===== config.mk =====
export PLATFORM = sky130hd
export DESIGN_NAME = golden_nonce_reporter
export DESIGN_NICKNAME = d
export VERILOG_FILES = /design/src/rtl/golden_nonce_reporter.sv
export SDC_FILE = /design/constraint.sdc
export NUM_CORES = 1
export LEC_CHECK = 0
export BUFFER_PORTS_ARGS = -buffer_cell sky130_fd_sc_hd__buf_4
export CORE_MARGIN = 5
export CORE_UTILIZATION = 25
export DETAILED_ROUTE_END_ITERATION = 10
export PLACE_DENSITY = 0.5
export SYNTH_ARGS = -nofsm -noshare
export SYNTH_HDL_FRONTEND = slang
export SYNTH_SLANG_ARGS = --single-unit

===== constraint.sdc =====
create_clock -name hash_clk -period 3 [get_ports hash_clk]
set_clock_uncertainty 0.2 [all_clocks]
set_input_delay 0.6 -clock hash_clk [delete_from_list [all_inputs] [get_ports hash_clk]]
set_output_delay 0.6 -clock hash_clk [all_outputs]
set_load 0.005 [all_outputs]

===== src/rtl/golden_nonce_reporter.sv =====
// Queues golden nonces from the hashing core and streams each one to the UART
// as four little-endian bytes. Optional GOLDEN_NONCE_DEDUP_EN drops repeats of the last accepted nonce.
module golden_nonce_reporter #(
    parameter int FIFO_DEPTH_LOG2 = 2
) (
    input  logic                     hash_clk,
    input  logic                     reset,
    input  logic                     golden_valid,
    input  logic [31:0]              golden_nonce,
    output logic [7:0]               tx_data,
    output logic                     tx_valid,
    input  logic                     tx_ready,
    output logic                     overflow,
    output logic [FIFO_DEPTH_LOG2:0] pending
);
    localparam int DEPTH = 1 << FIFO_DEPTH_LOG2;
    localparam logic [FIFO_DEPTH_LOG2:0] DEPTH_CNT = (FIFO_DEPTH_LOG2+1)'(DEPTH);

    typedef enum logic [1:0] {IDLE, LOAD, SEND} state_t;

    state_t                     state;
    logic [31:0]                fifo_mem [DEPTH];
    logic [FIFO_DEPTH_LOG2-1:0] wr_ptr, rd_ptr;
    logic [31:0]                shift_reg;
    logic [1:0]                 byte_cnt;
    logic                       fifo_full, fifo_empty;
    logic                       pop, push_req, push, drop;

    assign fifo_full  = (pending == DEPTH_CNT);
    assign fifo_empty = (pending == '0);
    // LOAD is only entered with a non-empty FIFO, so the pop never underflows.
    assign pop  = (state == LOAD);
    assign push = push_req && (!fifo_full || pop);
    assign drop = push_req && fifo_full && !pop;

`ifdef GOLDEN_NONCE_DEDUP_EN
    logic [31:0] last_nonce;
    logic        last_vld;

    assign push_req = golden_valid && !(last_vld && (last_nonce == golden_nonce));

    always_ff @(posedge hash_clk) begin
        if (reset) begin
            last_vld   <= 1'b0;
            last_nonce <= '0;
        end else if (push) begin
            last_vld   <= 1'b1;
            last_nonce <= golden_nonce;
        end
    end
`else
    assign push_req = golden_valid;
`endif

    always_ff @(posedge hash_clk) begin
        if (!reset && push)
            fifo_mem[wr_ptr] <= golden_nonce;
    end

    always_ff @(posedge hash_clk) begin
        if (reset) begin
            wr_ptr   <= '0;
            rd_ptr   <= '0;
            pending  <= '0;
            overflow <= 1'b0;
        end else begin
            if (push)
                wr_ptr <= wr_ptr + 1'b1;
            if (pop)
                rd_ptr <= rd_ptr + 1'b1;
            if (drop)
                overflow <= 1'b1;
            case ({push, pop})
                2'b10:   pending <= pending + 1'b1;
                2'b01:   pending <= pending - 1'b1;
                default: pending <= pending;
            endcase
        end
    end

    // tx_data is the low byte of the shift register, so it cannot change without a shift.
    assign tx_data = shift_reg[7:0];

    always_ff @(posedge hash_clk) begin
        if (reset) begin
            state     <= IDLE;
            tx_valid  <= 1'b0;
            shift_reg <= '0;
            byte_cnt  <= '0;
        end else begin
            case (state)
                IDLE: begin
                    if (!fifo_empty)
                        state <= LOAD;
                end
                LOAD: begin
                    shift_reg <= fifo_mem[rd_ptr];
                    byte_cnt  <= '0;
                    tx_valid  <= 1'b1;
                    state     <= SEND;
                end
                SEND: begin
                    if (tx_ready) begin
                        shift_reg <= {8'h00, shift_reg[31:8]};
                        byte_cnt  <= byte_cnt + 1'b1;
                        if (byte_cnt == 2'd3) begin
                            tx_valid <= 1'b0;
                            state    <= fifo_empty ? IDLE : LOAD;
                        end
                    end
                end
                default: begin
                    tx_valid <= 1'b0;
                    state    <= IDLE;
                end
            endcase
        end
    end

endmodule

==> impl_metrics.tcl, run 1 <==
set metrics [dict create \
    syn_to_final_growth_pct 19.39 \
    synth-main-ff-cell "edfxtp_1" \
    synth_warnings 0 \
    syn_area_per_cell_um2 14.59 \
    multi_input_area_mm2 0.001926 \
    syn_inst 479 \
    die_h_um 177.2 \
    yosysTopAreaCell "edfxtp_1" \
    max_freq_ghz 0.4131 \
    wl_per_cell_um 16.18 \
    grt_overflow 0 \
    arrival_ns 2.34 \
    path_class "reg -> reg" \
    synth_common_cells "128 x edfxtp_1, 50 x nor3_1, 49 x mux2i_1" \
    initial_core_util_pct 25.22 \
    grt_pass1_vias 4031 \
    drt_iter0_drc 221 \
    fin_cells 918 \
    slew_viol_final 0 \
    worstHoldPathType "in -> reg" \
    yosysSeqAreaShare_pct 68.47 \
    finalCritPeriodShare_pct 80.69 \
    htree_num_levels 4 \
    grt_use_total_pct 9.784 \
    first_pass_iters 4 \
    clk_pin_slew_ns 0.07 \
    fin_crit_ns 2.421 \
    grt_pass1_wl_um 23320 \
    antenna_cells 0 \
    path_max_fanout 16 \
    clockRootBuffer "clkbuf_16" \
    worstSetupStartpointType "register" \
    core_mm2 0.02771 \
    die_w_um 177.2 \
    p_leak_nw 2.711 \
    io_buffer_count 48 \
    async_flop_share_pct 0 \
    ant_nets 0 \
    dieArea_mm2 0.03139 \
    n_fill_cell 2751 \
    power_w 0.007145 \
    hp-start "golden_nonce[24]" \
    drt-vias-per-instance 4.341 \
    rr_startpoint "state[0]" \
    syn-cell-area_mm2 0.006988 \
    worstSetupStartpoint "state[0]" \
    dp.cells 886 \
    synthesis.nets 521 \
    final_util_pct 30.11 \
    rows 61 \
    cts.sinks 175 \
    ir_drop_v 0.0003178 \
    synth_edf_count 128 \
    dp_hpwl_um 10060 \
    pin_count 49 \
    clock_latency_ns 0.42 \
    postCtsHoldBufs 0 \
    antenna_found_initial 0 \
    worst_pin_slew_ns 0.6914 \
    slew-limit-headroom_pct 53.81 \
    clk_path_buf_depth 2 \
    end_kind "register" \
    yosysMostFrequentCell "edfxtp_1" \
    maxCapViolations 0 \
    largest_reg_flops 128 \
    required_ns 2.92 \
    ys_types 40 \
    finalSetupViolCount 0 \
    seqCellArea_mm2 0.004788 \
    routed-via-count 3985 \
    rsz0062_at_grt "false" \
    layout.nets 569 \
    yosys-top-cells-area "edfxtp_1 55%, dfxtp_1 13%, mux2i_1 7.0%, nor3_1 3.6%, a2111oi_0 2.9%" \
    grt_start_max_net_pins 48 \
    cts_buffers 17 \
    ys_ff_latch 175 \
    tns_ns 0 \
    cts_tree "built" \
    post_cts_buffers 0 \
    synth_top_area_share_pct 55.00 \
    hold_viol 0 \
    powerDensity_mw_per_mm2 856.4 \
    gp_congestion 0.7501 \
    drc 0 \
    finalWirelength_um 14860 \
    outcome "finished, final reports clean" \
    cts_resized 0 \
    drive_above_1_share_pct 21.48 \
]
==> critical path, cell delays in order (launching register included) <==
cell and delay [ns]:
dfxtp_1 0.52, nor2b_1 0.18, buf_4 0.24, o21ai_2 0.12
nor2_1 0.20, and2_1 0.39, buf_4 0.26
==> per-layer routing <==
layer  share of wire, %  vias to the layer above  GRT usage, %  routed length (um)
met5                  0                        -             0                   0
met1                 46                     1964         12.91                6802
met4                1.5                        0         3.643                 229
li1                   -                     1920             -                   -
met3                3.7                       14         2.649                 554
met2                 49                       87         15.45                7268
==> report_power, final <==
group          switching, W  internal [W]  leakage (nW)
clock              0.000954       0.00117         0.277
combinational      0.000931      0.000815         0.886
sequential         0.000339       0.00294          1.55
total               0.00222       0.00492          2.71
==> placed cells by master (no fill, tap or decap), types with 2 or more instances in the layout <==
master	Yosys	final
edfxtp_1	128	128
buf_4	19	69
nor3_1	50	50
mux2i_1	49	49
nor2_1	46	46
dfxtp_1	47	46
nor3b_1	24	24
a2111oi_0	23	23
clkbuf_16	0	17
mux4_2	8	8
a22oi_1	8	8
inv_1	6	6
inv_6	0	6
nand2b_1	5	5
ha_1	5	5
and2_1	4	4
a31oi_1	4	4
a21oi_1	4	4
a211oi_1	4	4
clkinv_4	0	3
nand2_1	2	2
xnor2_1	2	2
inv_8	0	2
clkinvlp_4	0	2
buf_12	0	2
==> worst paths after layout <==
path,to,slack [ns],cells past startpoint
hold / removal,fifo_mem[2][24],0.18,1
hold reg to reg,shift_reg[18],0.29,2
setup / recovery,fifo_mem[0][2],0.58,6
setup reg to reg,fifo_mem[0][2],0.58,6
==> logic make-up after synthesis <==
family                   count (synthesis)  synth area share (%)
flip-flops                             175                 68.47
AND/OR/NAND/NOR                        139                 10.33
multiplexers                            57                 9.597
AO/OA/AOI/OAI                           51                 5.963
buffers and inverters                   48                 4.082
adder cells (fa/ha/maj)                  6                 1.182
XOR/XNOR                                 3                0.3761
==> layout make-up <==
| type | instances | share of cell area (%) |
|---|---|---|
| flip-flops and latches | 175 | 57.39 |
| clock buffers | 17 | 5.099 |
| well taps | 378 | 5.669 |
| clock inverters | 15 | 1.800 |
| repair buffers | 71 | 6.689 |
| inverters | 6 | 0.2699 |
| multi-input cells | 256 | 23.08 |
==> metrics by stage <==
stage	setup WS, ns	cell area, um2	hold slack, ns
floorplan	0.6456	6988	0.2397
global placement	0.6778	7767	0.2775
detailed placement	0.5930	7767	0.2747
CTS	0.5650	8343	0.1589
global route	0.3559	8343	0.1603
finish	0.5792	8343	0.1805
No activity file was read; power rests on OpenSTA's default activity.
==> run 2: changes to the inputs <==
==> constraint.sdc (replaced) <==
create_clock -name hash_clk -period 2.5 [get_ports hash_clk]
set_clock_uncertainty 0.2 [all_clocks]
set_input_delay 0.5 -clock hash_clk [delete_from_list [all_inputs] [get_ports hash_clk]]
set_output_delay 0.5 -clock hash_clk [all_outputs]
set_load 0.005 [all_outputs]
==> impl_metrics.tcl, run 2 (synthesized netlist as in run 1, its figures left out) <==
set metrics [dict create \
    outcome "finished, final reports clean" \
    htree_num_levels 4 \
    path_max_fanout 13 \
    required_ns 2.63 \
    clk_path_buf_depth 2 \
    antenna_found_initial 0 \
    fin_cells 918 \
    slew_viol_final 0 \
    cpMaxStageDelayCell "dfxtp_1" \
    grt_pass1_vias 4177 \
    comb_power_share_pct 26.7 \
    swShare_pct 31.08 \
    grt_overflow 0 \
    power_w 0.008608 \
    wl_per_cell_um 16.50 \
    rows 61 \
    finalCritPeriodShare_pct 92.14 \
    ir_drop_v 0.0004577 \
    finalWirelength_um 15150 \
    cts_buffers 17 \
    layout.nets 569 \
    grt_start_max_net_pins 45 \
    clockRootBuffer "clkbuf_16" \
    postCtsHoldBufs 0 \
    ant_nets 0 \
    clk_pin_slew_ns 0.07 \
    final_util_pct 30.38 \
    mostFrequentLayoutCells "128 x edfxtp_1, 62 x buf_4, 50 x nor3_1" \
    syn_to_final_growth_pct 20.45 \
    drive_above_1_share_pct 21.48 \
    worst_pin_slew_ns 0.5609 \
    clock_power_share_pct 28.8 \
    path_class "reg -> reg" \
    rsz0062_at_grt "false" \
    cp_cell_sequence "nand2b_1 -> nor2_1 -> inv_1 -> fa_1 -> a22o_1 -> a211oi_1" \
    cts_resized 0 \
    clock_latency_ns 0.42 \
    max_freq_ghz 0.4341 \
    worstHoldPathType "in -> reg" \
    die_w_um 177.2 \
    final_common_cell "edfxtp_1" \
    maxCapViolations 0 \
    arrival_ns 2.44 \
    grt_pass1_wl_um 23830 \
    post_cts_buffers 0 \
    antenna_cells 0 \
    slew-limit-headroom_pct 61.64 \
    initial_core_util_pct 25.22 \
    die_h_um 177.2 \
    dp.cells 886 \
    routed-via-count 3994 \
    p_leak_nw 2.729 \
    powerDensity_mw_per_mm2 1023 \
    first_pass_iters 4 \
    drt_iter0_drc 223 \
    crit_buf_inv 1 \
    dieArea_mm2 0.03139 \
    cts_tree "built" \
    grt_use_total_pct 10.05 \
    worstSetupStartpointType "register" \
    power.internal_w 0.005933 \
    gp_congestion 0.7603 \
    p_seq_share_pct 44.5 \
    finalSetupViolCount 0 \
    largest_reg_flops 128 \
    hold_viol 0 \
    dp_hpwl_um 9839 \
    p_switching_w 0.002675 \
    hold_ws_ns 0.07249 \
    core_mm2 0.02771 \
    tns_ns 0 \
    drc 0 \
    end_kind "register" \
    pin_count 49 \
    worst_path_dominant_cell_family "simple AND/OR/NAND/NOR gates" \
    io_buffer_count 48 \
    cts.sinks 175 \
    cpPeakStageDelay_ns 0.44 \
    drt-vias-per-instance 4.351 \
    fin_crit_ns 2.304 \
]
==> run 2: area by class of cell <==
cell class	instances	area (um2)
clock inverter	12	105.1
sequential	175	4788
multi-input combinational	256	1926
timing repair buffer	71	645.6
clock buffer	20	456.7
inverter	6	22.52
fill	2747	19290
tap	378	473.0
==> run 2: power by group through the flow <==
stage               Combinational (W)  Sequential [W]  Clock [W]
CTS                           0.00235         0.00384    0.00255
detailed placement            0.00234         0.00390          0
finish                        0.00230         0.00383    0.00248
floorplan                     0.00176         0.00372          0
global route                  0.00255         0.00388    0.00269
global placement              0.00229         0.00389          0
==> run 2: worst paths after layout <==
check	startpoint	end	slack [ns]	depth (start not counted)
setup reg to reg	state[1]	pending[2]	0.20	6
setup / recovery	state[1]	pending[2]	0.20	6
hold / removal	golden_nonce[24]	fifo_mem[2][24]	0.07	1
hold reg to reg	shift_reg[18]	shift_reg[18]	0.28	2
==> run 2: per-stage QoR <==
step	worst slack [ns]	instance area (um2)
after global routing	0.02552	8417
final	0.1964	8417
after floorplan	0.1659	6988
after CTS	0.2042	8417
after detailed placement	0.2141	7855
after global placement	0.2435	7855
==> run 2: per-layer routing <==
layer  vias to the layer above  global-route usage [%]  part of all wire (%)
met5                         -                       0                     0
met4                         0                   3.159                   1.1
met3                        13                   3.076                   3.5
met2                        64                   16.55                    50
met1                      1993                   12.69                    46
li1                       1924                       -                     -
==> run 3: changes to the inputs <==
--- a/config.mk
+++ b/config.mk
@@ -8,8 +8,9 @@
 export BUFFER_PORTS_ARGS = -buffer_cell sky130_fd_sc_hd__buf_4
 export CORE_MARGIN = 5
 export CORE_UTILIZATION = 25
+export CTS_CLUSTER_DIAMETER = 30
 export DETAILED_ROUTE_END_ITERATION = 10
-export PLACE_DENSITY = 0.5
+export PLACE_DENSITY_LB_ADDON = 0.3
 export SYNTH_ARGS = -nofsm -noshare
 export SYNTH_HDL_FRONTEND = slang
 export SYNTH_SLANG_ARGS = --single-unit
==> impl_metrics.tcl, run 3 (synthesized netlist as in run 1, its figures left out) <==
set metrics [dict create \
    clock_power_share_pct 31.2 \
    die_h_um 177.2 \
    dp.cells 885 \
    finalWirelength_um 15630 \
    p_seq_share_pct 43.5 \
    drt_iter0_drc 270 \
    grt_pass1_wl_um 23760 \
    power.internal_w 0.006289 \
    clk_pin_slew_ns 0.06 \
    io_buffer_count 48 \
    hold_ws_ns 0.07031 \
    slew_viol_final 0 \
    layout.nets 569 \
    ant_nets 0 \
    worst_pin_slew_ns 0.9617 \
    largest_reg_flops 128 \
    fin_crit_ns 2.299 \
    p_switching_w 0.002591 \
    p_leak_nw 2.749 \
    routed-via-count 4026 \
    initial_core_util_pct 25.22 \
    rsz0062_at_grt "false" \
    grt_pass1_vias 4170 \
    fin_area_mm2 0.008469 \
    drt-vias-per-instance 4.386 \
    power_w 0.008879 \
    path_max_fanout 13 \
    ir_drop_v 0.0004191 \
    dieArea_mm2 0.03139 \
    placed_area_mm2 0.007835 \
    mostFrequentLayoutCells "128 x edfxtp_1, 62 x buf_4, 50 x nor3_1" \
    die_w_um 177.2 \
    rows 61 \
    n_fill_cell 2730 \
    wl_per_cell_um 17.02 \
    gp_congestion 0.7393 \
    dp_hpwl_um 9772 \
    cts.sinks 175 \
    cts_buffers 17 \
    first_pass_iters 4 \
    worstHoldPathType "in -> reg" \
    maxCapViolations 0 \
    swShare_pct 29.18 \
    powerDensity_mw_per_mm2 1048 \
    max_freq_ghz 0.4350 \
    antenna_cells 0 \
    slew-limit-headroom_pct 35.88 \
    core_mm2 0.02771 \
    clk_path_buf_depth 2 \
    grt_start_max_net_pins 51 \
    cts_tree "built" \
    final_common_cell "edfxtp_1" \
    tns_ns 0 \
    comb_power_share_pct 25.4 \
    drive_above_1_share_pct 20.74 \
    worstSetupStartpointType "register" \
    cpPeakStageDelay_ns 0.54 \
    cpMaxStageDelayCell "dfxtp_1" \
    pin_count 49 \
    clockRootBuffer "clkbuf_16" \
    htree_num_levels 4 \
    hold_viol 0 \
    grt_overflow 0 \
    crit_top_cell "buf_4" \
    syn_to_final_growth_pct 21.20 \
    finalSetupViolCount 0 \
    end_kind "register" \
    arrival_ns 2.21 \
    drc 0 \
    required_ns 2.41 \
    finalCritPeriodShare_pct 91.96 \
    outcome "finished, final reports clean" \
    fin_cells 918 \
    antenna_found_initial 0 \
    grt_use_total_pct 10.02 \
    path_class "reg -> reg" \
    cp_cell_sequence "nor2b_1 -> buf_4 -> o21ai_2 -> nor2_1 -> and2_1 -> buf_4" \
    clock_latency_ns 0.43 \
]
## run 3: path summary, 6_finish.rpt
kind | from | to | slack, ns | depth (start not counted)
max reg2reg | state[0] | fifo_mem[0][0] | 0.20 | 6
max | state[0] | fifo_mem[0][0] | 0.20 | 6
min reg2reg | shift_reg[18] | shift_reg[18] | 0.28 | 2
min | golden_nonce[22] | fifo_mem[0][22] | 0.07 | 1
## run 3: area by class of cell
| cell class | count | area [um2] | area share, % |
|---|---|---|---|
| Sequential cell | 175 | 4790 | 56.55 |
| Multi-Input combinational cell | 257 | 1937 | 22.87 |
| Timing Repair Buffer | 70 | 625.6 | 7.387 |
| Clock buffer | 26 | 489.2 | 5.776 |
| Tap cell | 378 | 473.0 | 5.584 |
| Clock inverter | 6 | 132.6 | 1.566 |
| Inverter | 6 | 22.52 | 0.2659 |
## run 3: critical path: cells and delay by family (launching register included)
family	cells	cell delay (ns)
compound gates	1	0.12
flops	1	0.54
buf+inv	2	0.48
simple gates	3	0.64
## run 3: what timing repair did
| action | in CTS | in global routing |
|---|---|---|
| endpoints found under the setup margin | 0 | 2 |
| setup buffers | 0 | 0 |
| hold buffers | 0 | 0 |
| resized for setup | 0 | 2 |
## run 3: per-stage QoR
stage | setup WS (ns) | utilization (%)
floorplan | 0.1659 | -
global placement | 0.1462 | 28.28
detailed placement | 0.08556 | 28.28
CTS | 0.1085 | 30.52
global route | 0.07685 | 30.57
finish | 0.2011 | 30.57
## run 3: power by group through the flow
stage | sequential (W) | combinational, W | clock [W]
after floorplan | 0.00372 | 0.00176 | 0
after global placement | 0.00390 | 0.00219 | 0
after detailed placement | 0.00392 | 0.00223 | 0
after CTS | 0.00386 | 0.00225 | 0.00285
after global routing | 0.00390 | 0.00251 | 0.00297
final | 0.00386 | 0.00225 | 0.00277
## run 3: per-layer routing
| metal | global-route usage, % | up-vias | routed length [um] |
|---|---|---|---|
| li1 | - | 1920 | - |
| met1 | 12.67 | 2019 | 7245 |
| met2 | 16.44 | 67 | 7567 |
| met3 | 2.863 | 20 | 540 |
| met4 | 3.546 | 0 | 273 |
| met5 | 0 | - | 0 |
